**src/rtl/spi_mem_pkg.sv**
```systemverilog
// Shared constants for the SPI memory controller: command format, opcodes, state encoding.
package spi_mem_pkg;

  localparam int CMD_W     = 10;
  localparam int PAYLOAD_W = 8;

  localparam logic [1:0] OP_WR_ADDR = 2'b00;
  localparam logic [1:0] OP_WR_DATA = 2'b01;
  localparam logic [1:0] OP_RD_ADDR = 2'b10;
  localparam logic [1:0] OP_RD_DATA = 2'b11;

  localparam logic [1:0] ST_IDLE  = 2'd0;
  localparam logic [1:0] ST_WRITE = 2'd1;
  localparam logic [1:0] ST_READ  = 2'd2;

endpackage

```
**src/rtl/spi_mem_timeout.sv**
```systemverilog
// Request watchdog: down-counter loaded at request start, decremented while the request is open.
module spi_mem_timeout #(
  parameter int TIMEOUT = 16
) (
  input  logic clk,
  input  logic rst_n,
  input  logic load,
  input  logic count,
  output logic expire
);

  logic [7:0] cnt;

  always_ff @(posedge clk or negedge rst_n) begin
    if (!rst_n) begin
      cnt <= '0;
    end else if (load) begin
      cnt <= 8'(TIMEOUT);
    end else if (count && (cnt != 8'd0)) begin
      cnt <= cnt - 8'd1;
    end
  end

  // Count holds TIMEOUT on the first request cycle, so 1 marks the last allowed cycle.
  assign expire = count && (cnt == 8'd1);

endmodule

```
**src/rtl/spi_mem_ctrl.sv**
```systemverilog
// Command decoder bridging SPI command words to a single-outstanding memory request port.
//   state    | meaning
//   ST_IDLE  | waiting for a command edge
//   ST_WRITE | write request open, waiting for mem_ack
//   ST_READ  | read request open, waiting for mem_ack
module spi_mem_ctrl
  import spi_mem_pkg::*;
#(
  parameter int AUTO_INC = 1,
  parameter int TIMEOUT  = 16
) (
  input  logic                 clk,
  input  logic                 rst_n,
  input  logic [CMD_W-1:0]     rx_data,
  input  logic                 rx_valid,
  output logic [PAYLOAD_W-1:0] tx_data,
  output logic                 tx_valid,
  output logic                 mem_req,
  output logic                 mem_we,
  output logic [7:0]           mem_addr,
  output logic [PAYLOAD_W-1:0] mem_wdata,
  input  logic [PAYLOAD_W-1:0] mem_rdata,
  input  logic                 mem_ack,
  output logic                 busy,
  output logic                 err
);

  logic [1:0]           state;
  logic                 rx_valid_q;
  logic [7:0]           wr_addr;
  logic [7:0]           rd_addr;
  logic                 rd_addr_vld;
  logic [1:0]           opcode;
  logic [PAYLOAD_W-1:0] payload;
  logic                 rx_rise;
  logic                 accept;
  logic                 drop;
  logic                 start_wr;
  logic                 start_rd;
  logic                 rd_err;
  logic                 done;
  logic                 expire;
  logic                 timeout;
  logic [7:0]           inc;

  assign opcode   = rx_data[9:8];
  assign payload  = rx_data[7:0];
  assign busy     = (state != ST_IDLE);
  assign inc      = (AUTO_INC != 0) ? 8'd1 : 8'd0;

  assign rx_rise  = rx_valid && !rx_valid_q;
  assign accept   = rx_rise && !busy;
  assign drop     = rx_rise && busy;
  assign start_wr = accept && (opcode == OP_WR_DATA);
  assign start_rd = accept && (opcode == OP_RD_DATA) && rd_addr_vld;
  assign rd_err   = accept && (opcode == OP_RD_DATA) && !rd_addr_vld;
  // An ack on the final allowed cycle wins over the watchdog.
  assign done     = busy && mem_ack;
  assign timeout  = busy && !mem_ack && expire;

  spi_mem_timeout #(.TIMEOUT(TIMEOUT)) u_timeout (
    .clk    (clk),
    .rst_n  (rst_n),
    .load   (start_wr || start_rd),
    .count  (busy),
    .expire (expire)
  );

  always_ff @(posedge clk or negedge rst_n) begin
    if (!rst_n) begin
      state       <= ST_IDLE;
      rx_valid_q  <= 1'b1;
      wr_addr     <= '0;
      rd_addr     <= '0;
      rd_addr_vld <= 1'b0;
      tx_data     <= '0;
      tx_valid    <= 1'b0;
      mem_req     <= 1'b0;
      mem_we      <= 1'b0;
      mem_addr    <= '0;
      mem_wdata   <= '0;
      err         <= 1'b0;
    end else begin
      rx_valid_q <= rx_valid;
      err        <= rd_err || drop || timeout;
      if (accept) begin
        tx_valid <= 1'b0;
        case (opcode)
          OP_WR_ADDR: wr_addr <= payload;
          OP_RD_ADDR: begin
            rd_addr     <= payload;
            rd_addr_vld <= 1'b1;
          end
          OP_WR_DATA: begin
            state     <= ST_WRITE;
            mem_req   <= 1'b1;
            mem_we    <= 1'b1;
            mem_addr  <= wr_addr;
            mem_wdata <= payload;
          end
          OP_RD_DATA: begin
            if (rd_addr_vld) begin
              state     <= ST_READ;
              mem_req   <= 1'b1;
              mem_we    <= 1'b0;
              mem_addr  <= rd_addr;
              mem_wdata <= '0;
            end
          end
          default: ;
        endcase
      end else if (done || timeout) begin
        state     <= ST_IDLE;
        mem_req   <= 1'b0;
        mem_we    <= 1'b0;
        mem_addr  <= '0;
        mem_wdata <= '0;
        if (done) begin
          if (state == ST_READ) begin
            tx_data  <= mem_rdata;
            tx_valid <= 1'b1;
            rd_addr  <= rd_addr + inc;
          end else begin
            wr_addr <= wr_addr + inc;
          end
        end
      end
    end
  end

endmodule

```
**config.mk**
```make
export PLATFORM = sky130hd
export DESIGN_NAME = spi_mem_ctrl
export DESIGN_NICKNAME = d
export VERILOG_FILES = /design/src/rtl/spi_mem_pkg.sv /design/src/rtl/spi_mem_timeout.sv /design/src/rtl/spi_mem_ctrl.sv
export SDC_FILE = /design/constraint.sdc
export NUM_CORES = 1
export LEC_CHECK = 0
export CAP_MARGIN = 20
export CORE_ASPECT_RATIO = 1.5
export CORE_MARGIN = 10
export CORE_UTILIZATION = 40
export DETAILED_ROUTE_END_ITERATION = 8
export GPL_TIMING_DRIVEN = 1
export REMOVE_ABC_BUFFERS = 1
export SETUP_SLACK_MARGIN = 0.1
export SYNTH_ARGS = -nofsm -noshare
export SYNTH_HDL_FRONTEND = slang
export SYNTH_HIERARCHICAL = 1
export SYNTH_SLANG_ARGS = --single-unit
```
**constraint.sdc**
```tcl
create_clock -name clk -period 5.6 [get_ports clk]
set_input_delay 0.84 -clock clk [delete_from_list [all_inputs] [get_ports clk]]
set_output_delay 0.84 -clock clk [all_outputs]
set_load 0.01 [all_outputs]
```
==> impl_results.html <==
<table>
<tr><th>Metric</th><th>Value</th></tr>
<tr><th colspan="2">Run status</th></tr>
<tr><td>Result of the run</td><td>finished clean</td></tr>
<tr><th colspan="2">Placed design</th></tr>
<tr><td>Port buffer count</td><td>50</td></tr>
<tr><td>Routability cong.</td><td>0.802</td></tr>
<tr><td>Total instance count after detailed placement</td><td>384</td></tr>
<tr><td>Hpwl dp</td><td>4910 um</td></tr>
<tr><th colspan="2">Global route</th></tr>
<tr><td>Number of global-route vias before repair</td><td>2258</td></tr>
<tr><td>Global-route wire length before repair</td><td>11400 um</td></tr>
<tr><td>Antenna violations before repair</td><td>0</td></tr>
<tr><td>Largest net degree at the start of global routing</td><td>56</td></tr>
<tr><td>Total global routing track utilization</td><td>0.131</td></tr>
<tr><td>Final global-route overflow total</td><td>0</td></tr>
<tr><th colspan="2">Cells and area</th></tr>
<tr><td>Highest-count cells in the layout ignoring fill and taps</td><td>dfrtp_1, clkdlybuf4s50_1, nand2_1</td></tr>
<tr><td>Growth of design area from synthesis to finish</td><td>22.4%</td></tr>
<tr><td>Final Net Count</td><td>340</td></tr>
<tr><td>Filler Cells Inserted</td><td>624</td></tr>
<tr><td>Most frequent standard cell in the layout excluding fill and tap cells</td><td>dfrtp_1</td></tr>
<tr><td>Share of cells above drive strength 1</td><td>0.121</td></tr>
<tr><td>Post-layout utilization of the core</td><td>0.501</td></tr>
<tr><td>Non-filler cells in the finished layout</td><td>392</td></tr>
<tr><td>Antenna diode instance count</td><td>0</td></tr>
<tr><th colspan="2">Flow run</th></tr>
<tr><td>Number of violations of the max-capacitance limit</td><td>0</td></tr>
<tr><th colspan="2">Power and ir drop</th></tr>
<tr><td>Switching power</td><td>0.000684 W</td></tr>
<tr><td>Relative contribution of sequential cells to total power</td><td>0.418</td></tr>
<tr><td>Internal power</td><td>0.00106 W</td></tr>
<tr><td>Share of total power in combinational logic</td><td>0.458</td></tr>
<tr><td>Pwr Total</td><td>0.00174 W</td></tr>
<tr><td>Power density cells</td><td>511 mW/mm^2</td></tr>
<tr><td>Sw Share</td><td>0.393</td></tr>
<tr><td>Clock share of power</td><td>0.124</td></tr>
<tr><td>Worst VDD drop</td><td>0.228 mV</td></tr>
<tr><td>LEAKAGE</td><td>1.49 nW</td></tr>
<tr><th colspan="2">Yosys</th></tr>
<tr><td>Post-synthesis area per instance</td><td>10.4 um^2</td></tr>
<tr><td>Gate Count Post-Synth</td><td>268</td></tr>
<tr><td>Synth cell types</td><td>52</td></tr>
<tr><td>Yosys warning count</td><td>6</td></tr>
<tr><td>Post-synthesis async set-or-reset flop share</td><td>1.00</td></tr>
<tr><td>Top_reg_cell synth</td><td>dfrtp_1</td></tr>
<tr><td>Register area share after synthesis</td><td>0.494</td></tr>
<tr><td>Synth Register Bits</td><td>55</td></tr>
<tr><td>Number of flops mapped to enable cells by yosys</td><td>0</td></tr>
<tr><td>Cell area after synthesis</td><td>0.00279 mm^2</td></tr>
<tr><th colspan="2">Floorplan</th></tr>
<tr><td>Starting density of the core</td><td>0.409</td></tr>
<tr><td>I/O Pins</td><td>51</td></tr>
<tr><td>Die height</td><td>122 um</td></tr>
<tr><td>Die area</td><td>0.0108 mm^2</td></tr>
<tr><td>Row cnt</td><td>37</td></tr>
<tr><td>Core Footprint</td><td>0.00681 mm^2</td></tr>
<tr><td>Horizontal die dimension</td><td>88.1 um</td></tr>
<tr><th colspan="2">Clock tree</th></tr>
<tr><td>Clock H-tree levels</td><td>2</td></tr>
<tr><td>CTS-repair resized insts</td><td>0</td></tr>
<tr><td>Clock tree sinks</td><td>55</td></tr>
<tr><td>Later-pin clock latency in the skew report</td><td>0.30 ns</td></tr>
<tr><td>CTS clk-pin slew, worst paths</td><td>0.10 ns</td></tr>
<tr><td>Cell at the root of the clock tree</td><td>clkbuf_8</td></tr>
<tr><td>Setup Fix Bufs, Post-CTS</td><td>0</td></tr>
<tr><td>Number of clock buffers inserted by TritonCTS</td><td>5</td></tr>
<tr><td>Clock Tree Buf Depth</td><td>2</td></tr>
<tr><td>Hold-fix buffers, CTS</td><td>0</td></tr>
<tr><td>CTS tree</td><td>yes</td></tr>
<tr><th colspan="2">Timing</th></tr>
<tr><td>Final setup violation count</td><td>0</td></tr>
<tr><td>Worst Clk Skew</td><td>0.00619 ns</td></tr>
<tr><td>Period Utilization, post-route</td><td>0.557</td></tr>
<tr><td>Slew margin rel.</td><td>0.348</td></tr>
<tr><td>RSZ-0062 raised after global routing</td><td>no</td></tr>
<tr><td>Final max-slew violation count</td><td>0</td></tr>
<tr><td>Hold slack</td><td>0.490 ns</td></tr>
<tr><td>Summed negative setup slack over all endpoints</td><td>0 ns</td></tr>
<tr><td>Max Freq</td><td>0.321 GHz</td></tr>
<tr><td>Slew at the pin closest to its max-slew limit</td><td>0.976 ns</td></tr>
<tr><td>Number of hold violations in the final report</td><td>0</td></tr>
<tr><td>Crit path time final</td><td>3.12 ns</td></tr>
<tr><th colspan="2">Drt</th></tr>
<tr><td>Iteration-0 DRC count of the detailed router</td><td>115</td></tr>
<tr><td>Detailed-route vias per instance</td><td>5.63</td></tr>
<tr><td>Via count of the routed design</td><td>2208</td></tr>
<tr><td>Antenna viol nets, final</td><td>0</td></tr>
<tr><td>TritonRoute pass-1 iters</td><td>4</td></tr>
<tr><td>WL final</td><td>6870 um</td></tr>
<tr><td>Routed length per instance</td><td>17.5 um</td></tr>
<tr><td>DR DRC count</td><td>0</td></tr>
<tr><th colspan="2">Setup path</th></tr>
<tr><td>Critical-path maximum fanout</td><td>13</td></tr>
<tr><td>Arrival time of the worst setup path</td><td>3.31 ns</td></tr>
<tr><td>Cells along the critical path</td><td>clkdlybuf4s50_1 &gt; nor4b_2 &gt; nand2_1 &gt; nor2_1 &gt; nor2_1 &gt; mux2_2</td></tr>
<tr><td>Critical Path End Type</td><td>flip-flop</td></tr>
<tr><td>CP most frequent cell</td><td>nor2_1</td></tr>
<tr><td>Largest incremental delay on the critical path</td><td>0.80 ns</td></tr>
<tr><td>CP max-delay cell</td><td>nor4b_2</td></tr>
<tr><td>Critical path data required time</td><td>5.80 ns</td></tr>
<tr><td>Critical path launch point type</td><td>primary input</td></tr>
<tr><td>Critical path class</td><td>in2reg</td></tr>
<tr><th colspan="2">Min path</th></tr>
<tr><td>Type of the most critical hold path</td><td>reg2reg</td></tr>
</table>
==> cell families after synthesis <==
| group | synth area share |
|---|---|
| compound gates | 0.225 |
| simple gates | 0.152 |
| flops | 0.494 |
| buf+inv | 0.0341 |
| mux | 0.0727 |
| fa+ha+maj | 0.0225 |
==> worst max-delay path: cells and delay by family <==
kind | cells | cell delay (ns)
AND/OR/NAND/NOR | 4 | 1.69
multiplexers | 1 | 0.28
buffers and inverters | 1 | 0.50
==> through the flow <==
step	instance area (um^2)	setup WS (ns)
after floorplan	2710	2.68
after global placement	3330	2.20
after detailed placement	3330	2.14
after CTS	3410	2.47
after global routing	3410	2.21
final	3410	2.48
==> cell usage after synthesis (all sizes together) (2+ instances only) <==
master,count,area [um^2]
dfrtp,54,1350
nand2,29,109
a21oi,22,110
o21ai,19,95.1
nor2,16,60.1
a22o,10,87.6
mux2,10,113
mux2i,9,90.1
o31ai,9,121
buf,7,46.3
clkbuf,7,26.3
nand3,7,35.0
inv,6,22.5
ha,5,62.6
nor2b,5,31.3
a211oi,4,30.0
nand2b,4,25.0
a21o,3,22.5
o22ai,3,18.8
or4,3,26.3
a31o,2,17.5
a31oi,2,12.5
nand3b,2,15.0
nand4,2,12.5
nor3,2,10.0
o21a,2,15.0
o32ai,2,17.5
or2,2,12.5
or3,2,12.5
==> final cells by class <==
class,instances,area (um^2),share of cell area
clock buffers,7,76.3,0.0224
flip-flops and latches,55,1380,0.404
repair buffers,52,510,0.150
well taps,78,97.6,0.0286
clock inverters,1,5.00,0.00147
multi-input cells,193,1320,0.387
inverters,6,22.5,0.00661
==> layer usage <==
metal,track usage,routed length (um),up-vias
li1,-,-,1075
met5,0,0,-
met2,0.229,3570,46
met4,0.0325,55,0
met1,0.152,2830,1083
met3,0.0398,419,4
==> power by group through the flow <==
stage	logic (W)	registers (W)	clock network (W)
CTS	0.000815	0.000727	0.000226
detailed placement	0.000812	0.000734	0
floorplan	0.000466	0.000732	0
global route	0.000900	0.000760	0.000237
finish	0.000798	0.000728	0.000216
global placement	0.000806	0.000730	0
==> flip-flops by register name (all words and copies together) (netlist names), 2 cells and up <==
name           count
mem_addr           8
wr_addr            8
state              2
u_timeout/cnt      8
mem_wdata          8
tx_data            8
rd_addr            8
==> final timing paths <==
path / start / end / slack (ns) / cells after the start
max reg2reg: state[0] / u_timeout/cnt[0] / 2.95 / 5
min: mem_addr[0] / mem_addr[0] / 0.49 / 2
min in group asynchronous: rst_n / state[0] / 0.66 / 2
min reg2reg: mem_addr[0] / mem_addr[0] / 0.49 / 2
max: rx_valid / u_timeout/cnt[0] / 2.48 / 6
max in group asynchronous: rst_n / tx_data[2] / 4.46 / 2
No activity file was read; power rests on OpenSTA's default activity.
